### config.mk
export PLATFORM = sky130hd
export DESIGN_NAME = fill_station_ctrl
export DESIGN_NICKNAME = d
export VERILOG_FILES = /design/src/rtl/fill_station_ctrl.sv
export SDC_FILE = /design/constraint.sdc
export NUM_CORES = 1
export LEC_CHECK = 0
export ABC_AREA = 1
export CAP_MARGIN = 30
export CORE_ASPECT_RATIO = 0.7
export CORE_MARGIN = 8
export CORE_UTILIZATION = 40
export CTS_BUF_LIST = sky130_fd_sc_hd__clkbuf_16
export DETAILED_ROUTE_END_ITERATION = 8
export DONT_BUFFER_PORTS = 1
export SYNTH_ARGS = -nofsm -noshare
export SYNTH_HDL_FRONTEND = slang
export SYNTH_SLANG_ARGS = --single-unit
export TNS_END_PERCENT = 20
### constraint.sdc
create_clock -name clk -period 2 [get_ports clk]
set_clock_uncertainty 0.1 [all_clocks]
set_input_delay 0.6 -clock clk [delete_from_list [all_inputs] [get_ports clk]]
set_output_delay 0.6 -clock clk [all_outputs]
set_load 0.05 [all_outputs]
### src/rtl/fill_station_ctrl.sv
// -----------------------------------------------------------------------------
// fill_station_ctrl
//
// Filling-stage controller sitting directly upstream of the sealing FSM.
// A bottle is carried on the conveyor to the fill position and filled through
// the fill valve until the level sensor trips. It then waits a fixed settling
// time before the quality sensor is read. Good bottles are offered to the
// sealing stage with backpressure. Bad bottles are pushed off by the discard
// actuator. A fill that never reaches level raises a latched alarm, and only
// the operator can clear it.
//
// Parameters
//   FILL_TIMEOUT : maximum FILL cycles without level before ALARM (>= 2)
//   CQ_WAIT      : CHECK cycles before sensor_cq is sampled (>= 1)
//
// Optional feature macro: FILL_STATS_EN
//   defined   : disc_count counts discarded bottles, including timed-out fills
//   undefined : disc_count is tied to zero and its counter is not built
//
// Ports
//   clk             in   system clock, all state on the rising edge
//   reset           in   synchronous, active-high
//   start           in   run enable (level); 0 stops the line
//   garrafa         in   bottle present at the fill position
//   sensor_de_nivel in   fill level reached
//   sensor_cq       in   quality check result, 1 = pass
//   ve_ready        in   sealing stage can accept a bottle
//   alarm_ack       in   operator alarm clear
//   motor           out  conveyor drive
//   ev              out  fill valve open
//   pos_ve          out  bottle offered to the sealing stage
//   descarte        out  discard actuator
//   alarme          out  fill-timeout alarm
//   ok_count  [7:0] out  bottles handed to sealing, mod 256
//   disc_count[7:0] out  bottles discarded, mod 256
// -----------------------------------------------------------------------------
module fill_station_ctrl #(
    parameter int FILL_TIMEOUT = 200,
    parameter int CQ_WAIT      = 4
) (
    input  logic       clk,
    input  logic       reset,
    input  logic       start,
    input  logic       garrafa,
    input  logic       sensor_de_nivel,
    input  logic       sensor_cq,
    input  logic       ve_ready,
    input  logic       alarm_ack,
    output logic       motor,
    output logic       ev,
    output logic       pos_ve,
    output logic       descarte,
    output logic       alarme,
    output logic [7:0] ok_count,
    output logic [7:0] disc_count
);

    // One timer serves both FILL and CHECK, so it is sized for the longer one.
    localparam int TIMER_MAX = (FILL_TIMEOUT > CQ_WAIT) ? FILL_TIMEOUT : CQ_WAIT;
    localparam int TIMER_W   = $clog2(TIMER_MAX + 1);

    localparam logic [TIMER_W-1:0] FILL_LAST = TIMER_W'(FILL_TIMEOUT - 1);
    localparam logic [TIMER_W-1:0] CQ_LAST   = TIMER_W'(CQ_WAIT - 1);

    generate
        if (FILL_TIMEOUT < 2) begin : g_bad_fill_timeout
            $error("fill_station_ctrl: FILL_TIMEOUT must be >= 2");
        end
        if (CQ_WAIT < 1) begin : g_bad_cq_wait
            $error("fill_station_ctrl: CQ_WAIT must be >= 1");
        end
    endgenerate

    typedef enum logic [2:0] {
        IDLE,
        TRANSPORT,
        FILL,
        CHECK,
        HANDOFF,
        DISCARD,
        ALARM
    } state_t;

    state_t               state;
    state_t               state_next;
    logic [TIMER_W-1:0]   timer;
    logic [TIMER_W-1:0]   timer_next;
    logic                 ok_inc;

    // -------------------------------------------------------------------------
    // State and timer registers
    // -------------------------------------------------------------------------
    always_ff @(posedge clk) begin
        if (reset) begin
            state <= IDLE;
            timer <= '0;
        end else begin
            state <= state_next;
            timer <= timer_next;
        end
    end

    // -------------------------------------------------------------------------
    // Next state, timer update and Moore output decode
    // -------------------------------------------------------------------------
    always_comb begin
        state_next = state;
        timer_next = timer;
        motor      = 1'b0;
        ev         = 1'b0;
        pos_ve     = 1'b0;
        descarte   = 1'b0;
        alarme     = 1'b0;

        if (state == ALARM) begin
            // The alarm holds regardless of start; only the operator releases it.
            if (alarm_ack) begin
                state_next = IDLE;
            end
        end else if (!start) begin
            state_next = IDLE;
        end else begin
            unique case (state)
                IDLE: begin
                    state_next = TRANSPORT;
                end
                TRANSPORT: begin
                    if (garrafa) begin
                        state_next = FILL;
                    end
                end
                FILL: begin
                    // Bottle removal beats everything; level beats the timeout
                    // when both land on the same cycle.
                    if (!garrafa) begin
                        state_next = TRANSPORT;
                    end else if (sensor_de_nivel) begin
                        state_next = CHECK;
                    end else if (timer == FILL_LAST) begin
                        state_next = ALARM;
                    end
                end
                CHECK: begin
                    if (!garrafa) begin
                        state_next = TRANSPORT;
                    end else if (timer == CQ_LAST) begin
                        state_next = sensor_cq ? HANDOFF : DISCARD;
                    end
                end
                HANDOFF: begin
                    // The bottle only leaves while the conveyor is allowed to run.
                    if (ve_ready && !garrafa) begin
                        state_next = TRANSPORT;
                    end
                end
                DISCARD: begin
                    if (!garrafa) begin
                        state_next = TRANSPORT;
                    end
                end
                default: begin
                    state_next = IDLE;
                end
            endcase
        end

        // Timer restarts on every state change, so each timed state starts at 0.
        if (state_next != state) begin
            timer_next = '0;
        end else if (state == FILL || state == CHECK) begin
            timer_next = timer + TIMER_W'(1);
        end

        unique case (state)
            TRANSPORT: begin
                motor = 1'b1;
            end
            FILL: begin
                ev = 1'b1;
            end
            HANDOFF: begin
                pos_ve = 1'b1;
                motor  = ve_ready;
            end
            DISCARD: begin
                descarte = 1'b1;
                motor    = 1'b1;
            end
            ALARM: begin
                alarme = 1'b1;
            end
            default: begin
            end
        endcase
    end

    // -------------------------------------------------------------------------
    // Good-bottle counter
    // -------------------------------------------------------------------------
    assign ok_inc = (state == HANDOFF) && (state_next == TRANSPORT);

    always_ff @(posedge clk) begin
        if (reset) begin
            ok_count <= 8'd0;
        end else if (ok_inc) begin
            ok_count <= ok_count + 8'd1;
        end
    end

    // -------------------------------------------------------------------------
    // Discard counter
    // -------------------------------------------------------------------------
`ifdef FILL_STATS_EN
    logic disc_inc;

    // A timed-out bottle is also lost to the line, so ALARM entry counts.
    assign disc_inc = ((state == DISCARD) && (state_next == TRANSPORT)) ||
                      ((state == FILL)    && (state_next == ALARM));

    always_ff @(posedge clk) begin
        if (reset) begin
            disc_count <= 8'd0;
        end else if (disc_inc) begin
            disc_count <= disc_count + 8'd1;
        end
    end
`else
    assign disc_count = 8'd0;
`endif

endmodule

# Word-level counts from Yosys, hierarchy flattened

Index checks and enable logic that the tools add are counted.

Register bits after elaboration: 19
Input port bits: 8
Output and inout port bits: 21
Logic and storage cells: 40

Add/subtract/negate cells: 2
Equal/unequal tests: 10
Muxes and demuxes: 18
Reductions and logical operators: 7

Operator list:

| cell                                                                  | number |
|---|---|
| 3-bit 2-to-1 mux                                                      | 11 |
| 3-bit one-hot mux with 6 select lines                                 | 1 |
| 8-bit by 1-bit adder with 8-bit output, second input constant         | 2 |
| 3-bit equality test, second input constant                            | 3 |
| 8-bit by 2-bit equality test with 1-bit output, second input constant | 1 |
| 8-bit equality test, second input constant                            | 1 |
| 3-bit by 1-bit equality test with 1-bit output, second input constant | 2 |
| 3-bit by 2-bit equality test with 1-bit output, second input constant | 2 |
| 1-bit 2-to-1 mux                                                      | 5 |
| 2-bit OR reduction                                                    | 2 |
| 3-bit zero test                                                       | 1 |
| 3-bit inequality test                                                 | 1 |
| 1-bit logical AND                                                     | 2 |
| 1-bit one-hot mux with 2 select lines                                 | 1 |
| 1-bit zero test                                                       | 1 |
| 1-bit logical OR                                                      | 1 |

# Depth between registers and ports, before layout

Depth after elaboration: 9
Mapped depth: 12
Gate-level depth less buffers: 12

# Least setup slack after synthesis

Ideal clock, no wire load.

Kind: input-to-output
Start point: in ve_ready
End point: out motor
Arrival time: 1.422 ns
Data required time: 1.300 ns
Slack: -0.122 ns
Stages: 2
Path buffers: 0
Cell sequence: inv_1 -> o22ai_1

Cells in the longest elaborated chain, start to end: 1

RTL lines:

| what                                  | line | RTL |
|---|---|---|
| from (decl)                           | 47   | `input logic ve_ready,` |
| 1-bit one-hot mux with 2 select lines | 174  | `unique case (state)` |
| to (decl)                             | 49   | `output logic motor,` |

No other way between the ends.

# Worst setup path after layout

Start point: reg state[1]
End point: out descarte

Cells in the longest elaborated chain, start to end: 2

RTL lines:

| what                   | line | RTL |
|---|---|---|
| from (decl)            | 84   | `state_t state;` |
| from (signal assigned) | 98   | `state <= state_next;` |
| 3-bit equality test    | 174  |  |
| 1-bit 2-to-1 mux       | 174  |  |
| to (decl)              | 52   | `output logic descarte,` |

No other way between the ends.

==> results by group <==
Hold path
  – Hold Path Sink: state[0]
  – Hold Crit Depth: 1
  – Worst Hold Class: primary input to register
  – Worst hold start: reset

Yosys
  – Mapped Cells: ~180
  – EDFF count, synth: 0
  – #FFs+latches synth: 19
  – Ys flop type: dfxtp_1
  – Netlist cell types: 27
  – Synth area leader: dfxtp_1
  – Synth cell count leaders: 37 x nand2_1, 25 x nor2_1, 19 x dfxtp_1
  – Yosys warnings: 0
  – Post-synthesis cell area: between 0.001 and 0.0015 mm²
  – Most frequent cell after synthesis: nand2_1
  – FFs w/ async S/R, synth: 0
  – Top post-synthesis cells by area: dfxtp_1 31%, nand2_1 11%, nor2_1 7.7%
  – Share of the synthesized area in the top cell type: 0.310
  – Mean Syn Cell Area: around 7.0 µm²
  – Seq/Total Area, Yosys: 0.310

STA
  – Post-route minimum period: 1.94 ns
  – Final worst-path cycle share: 0.972
  – Final Hold Viols: 0
  – RSZ-0062 raised after global routing: false
  – Actual slew at the worst max-slew pin: between 0.5 and 0.6 ns
  – Final Slew Violations: 0
  – Slew HR: 0.602
  – FMAX: roughly 0.51 GHz
  – Setup-failing EPs final: 0

Placed design
  – DP Wirelength: between 2 and 2.5 mm
  – Routability cong.: between 0.8 and 0.9
  – Post-placement cell area: approximately 0.0013 mm²
  – Port Buffer Count: 0

Routing
  – Final ANT Viol Nets: 0
  – Via density: 4.92
  – Total wire length: approximately 2.8 mm
  – DR WL/cell: ~12 µm
  – DR iter-0 viols: a little over 70
  – Initial DRT Pass Iterations: 4
  – Vias: between 1,000 and 1,500
  – Drt drc: 0

Critical path
  – Critical Path Source Type: register
  – Worst path required time: approximately 1.3 ns
  – Worst-path fanout max: 6
  – Endpoint type of the worst setup path: output port
  – R2r startpoint: state[2]
  – R2r endpoint: timer[0]
  – Buf/Inv on CP: 2
  – Reg2reg path depth: 11
  – Delay-heaviest family, CP: buffers and inverters
  – Max incr delay on CP: ~0.38 ns
  – CP max stage cell: dfxtp_2
  – R2R Setup Slk: around 0.24 ns
  – CP arrival: approximately 1.2 ns
  – CP Cell Sequence: inv_2, nand3_1, inv_1
  – Critical path type: register to output port

GRT
  – GR Util met1: 0.156
  – Total gr overflow: 0
  – Vias in the first global route: 949
  – Met3 Use GR: 0.0445
  – First-pass GRT wire length: 4.54 mm
  – Total GRT Usage: 0.110
  – Initial antenna violation count: 0
  – Gr busiest metal: met1
  – Largest net degree at the start of global routing: 12
  – Met2 usage: 0.146

Clock network
  – Root Driver: clkbuf_16
  – Hold_buf cts: 0
  – CTS buffer count: 3
  – CTS tree: done
  – Clock sinks: 19
  – Worst-Skew Late Latency: between 0.2 and 0.3 ns
  – Clk buf depth: 2
  – CTS clock-pin slew for the worst setup and hold paths: roughly 0.060 ns
  – H-tree levels: 1

Die
  – Ports: 29
  – Initial core utilization: 0.428
  – FP Rows: 16
  – Chip width: about 82 µm
  – DIE AREA: a little over 0.005 mm²
  – Die Ht: between 60 and 70 µm
  – Core ar.: around 0.0029 mm²

Final layout
  – Final #Nets: 199
  – Ratio of cells with drive above 1 in the final layout: 0.170
  – Fin util: 0.494
  – Diodes inserted: 0
  – Post-route design area: around 0.0014 mm²
  – Area overhead of the layout relative to synthesis: 15.4%

Pwr
  – Total power: slightly below 900 µW
  – PD cells: roughly 630 mW/mm²
  – Worst ir drop on vdd: 0.585 mV
  – Leakage: ~0.64 nW

Run status
  – Outcome: finished, final reports clean

Flow run
  – MaxCap Viol Count: 0
==> what timing repair did <==
action	CTS	global route
gates resized for setup	3	3
buffers inserted	0	0
endpoints found under the setup margin	3	2
==> flip-flops by register name (all words and copies together) (netlist names) <==
register	count
timer	8
ok_count	8
state	3
==> kinds of logic (layout without fill, tap and decap cells) <==
group | after synthesis | after routing | synth area share
muxes | 1 | 1 | 0.00816
and+or+nand+nor | 90 | 90 | 0.359
other | 1 | 8 | 0.00306
xor gates and xnor gates | 13 | 13 | 0.0990
DFF | 19 | 19 | 0.310
buffers and inverters | 30 | 35 | 0.116
AOI/OAI and AO/OA | 20 | 20 | 0.0837
adders and majority gates | 2 | 2 | 0.0204
==> routing by layer <==
| layer | part of all wire | vias up |
|---|---|---|
| li1 | - | 576 |
| met1 | 0.49 | 490 |
| met3 | 0.10 | 2 |
| met4 | 0.0076 | 0 |
| met5 | 0 | - |
| met2 | 0.40 | 33 |
==> cells in the final DEF (no fill, tap or decap), drive strengths merged, types with 8 or more instances in the layout <==
master,n
dfxtp,19
buf,10
inv,21
nand3,16
conb,8
nand2,40
o21ai,9
a21oi,9
nor2,26
xor2,8
==> report_power, final <==
part / total [mW] / switching (mW) / internal [mW] / leakage [nW]
clock network: 0.414 / 0.146 / 0.268 / 0.0409
registers: 0.386 / 0.00528 / 0.381 / 0.154
logic: 0.0867 / 0.0695 / 0.0171 / 0.445
==> per-stage QoR <==
stage / std cells / worst slack [ns] / hold slack, ns / TNS [ns]
global placement: 220 / 0.235 / 0.425 / 0
floorplan: 183 / -0.122 / 0.407 / -0.122
detailed placement: 220 / 0.166 / 0.433 / 0
finish: 224 / 0.0559 / 0.307 / 0
CTS: 224 / 0.0525 / 0.305 / 0
global route: 224 / 0.00291 / 0.301 / 0
==> worst max-delay path by stage <==
stage | from | to | slack (ns) | depth (start not counted)
floorplan | ve_ready | motor | -0.12 | 2
global placement | state[1] | timer[7] | 0.24 | 10
detailed placement | state[1] | timer[0] | 0.17 | 10
CTS | state[1] | motor | 0.05 | 4
global route | state[1] | alarme | 0.003 | 3
finish | state[1] | descarte | 0.06 | 3
==> layout make-up <==
class                      instances  area [µm²]
fill                             301        1450
multi-input combinational        134         749
sequential                        19         383
timing repair buffer              10        78.8
inverter                          21        78.8
clock buffer                       3        75.1
tap                               36        45.0
clock inverter                     1        5.00
Power figures use the tool's default switching activity.
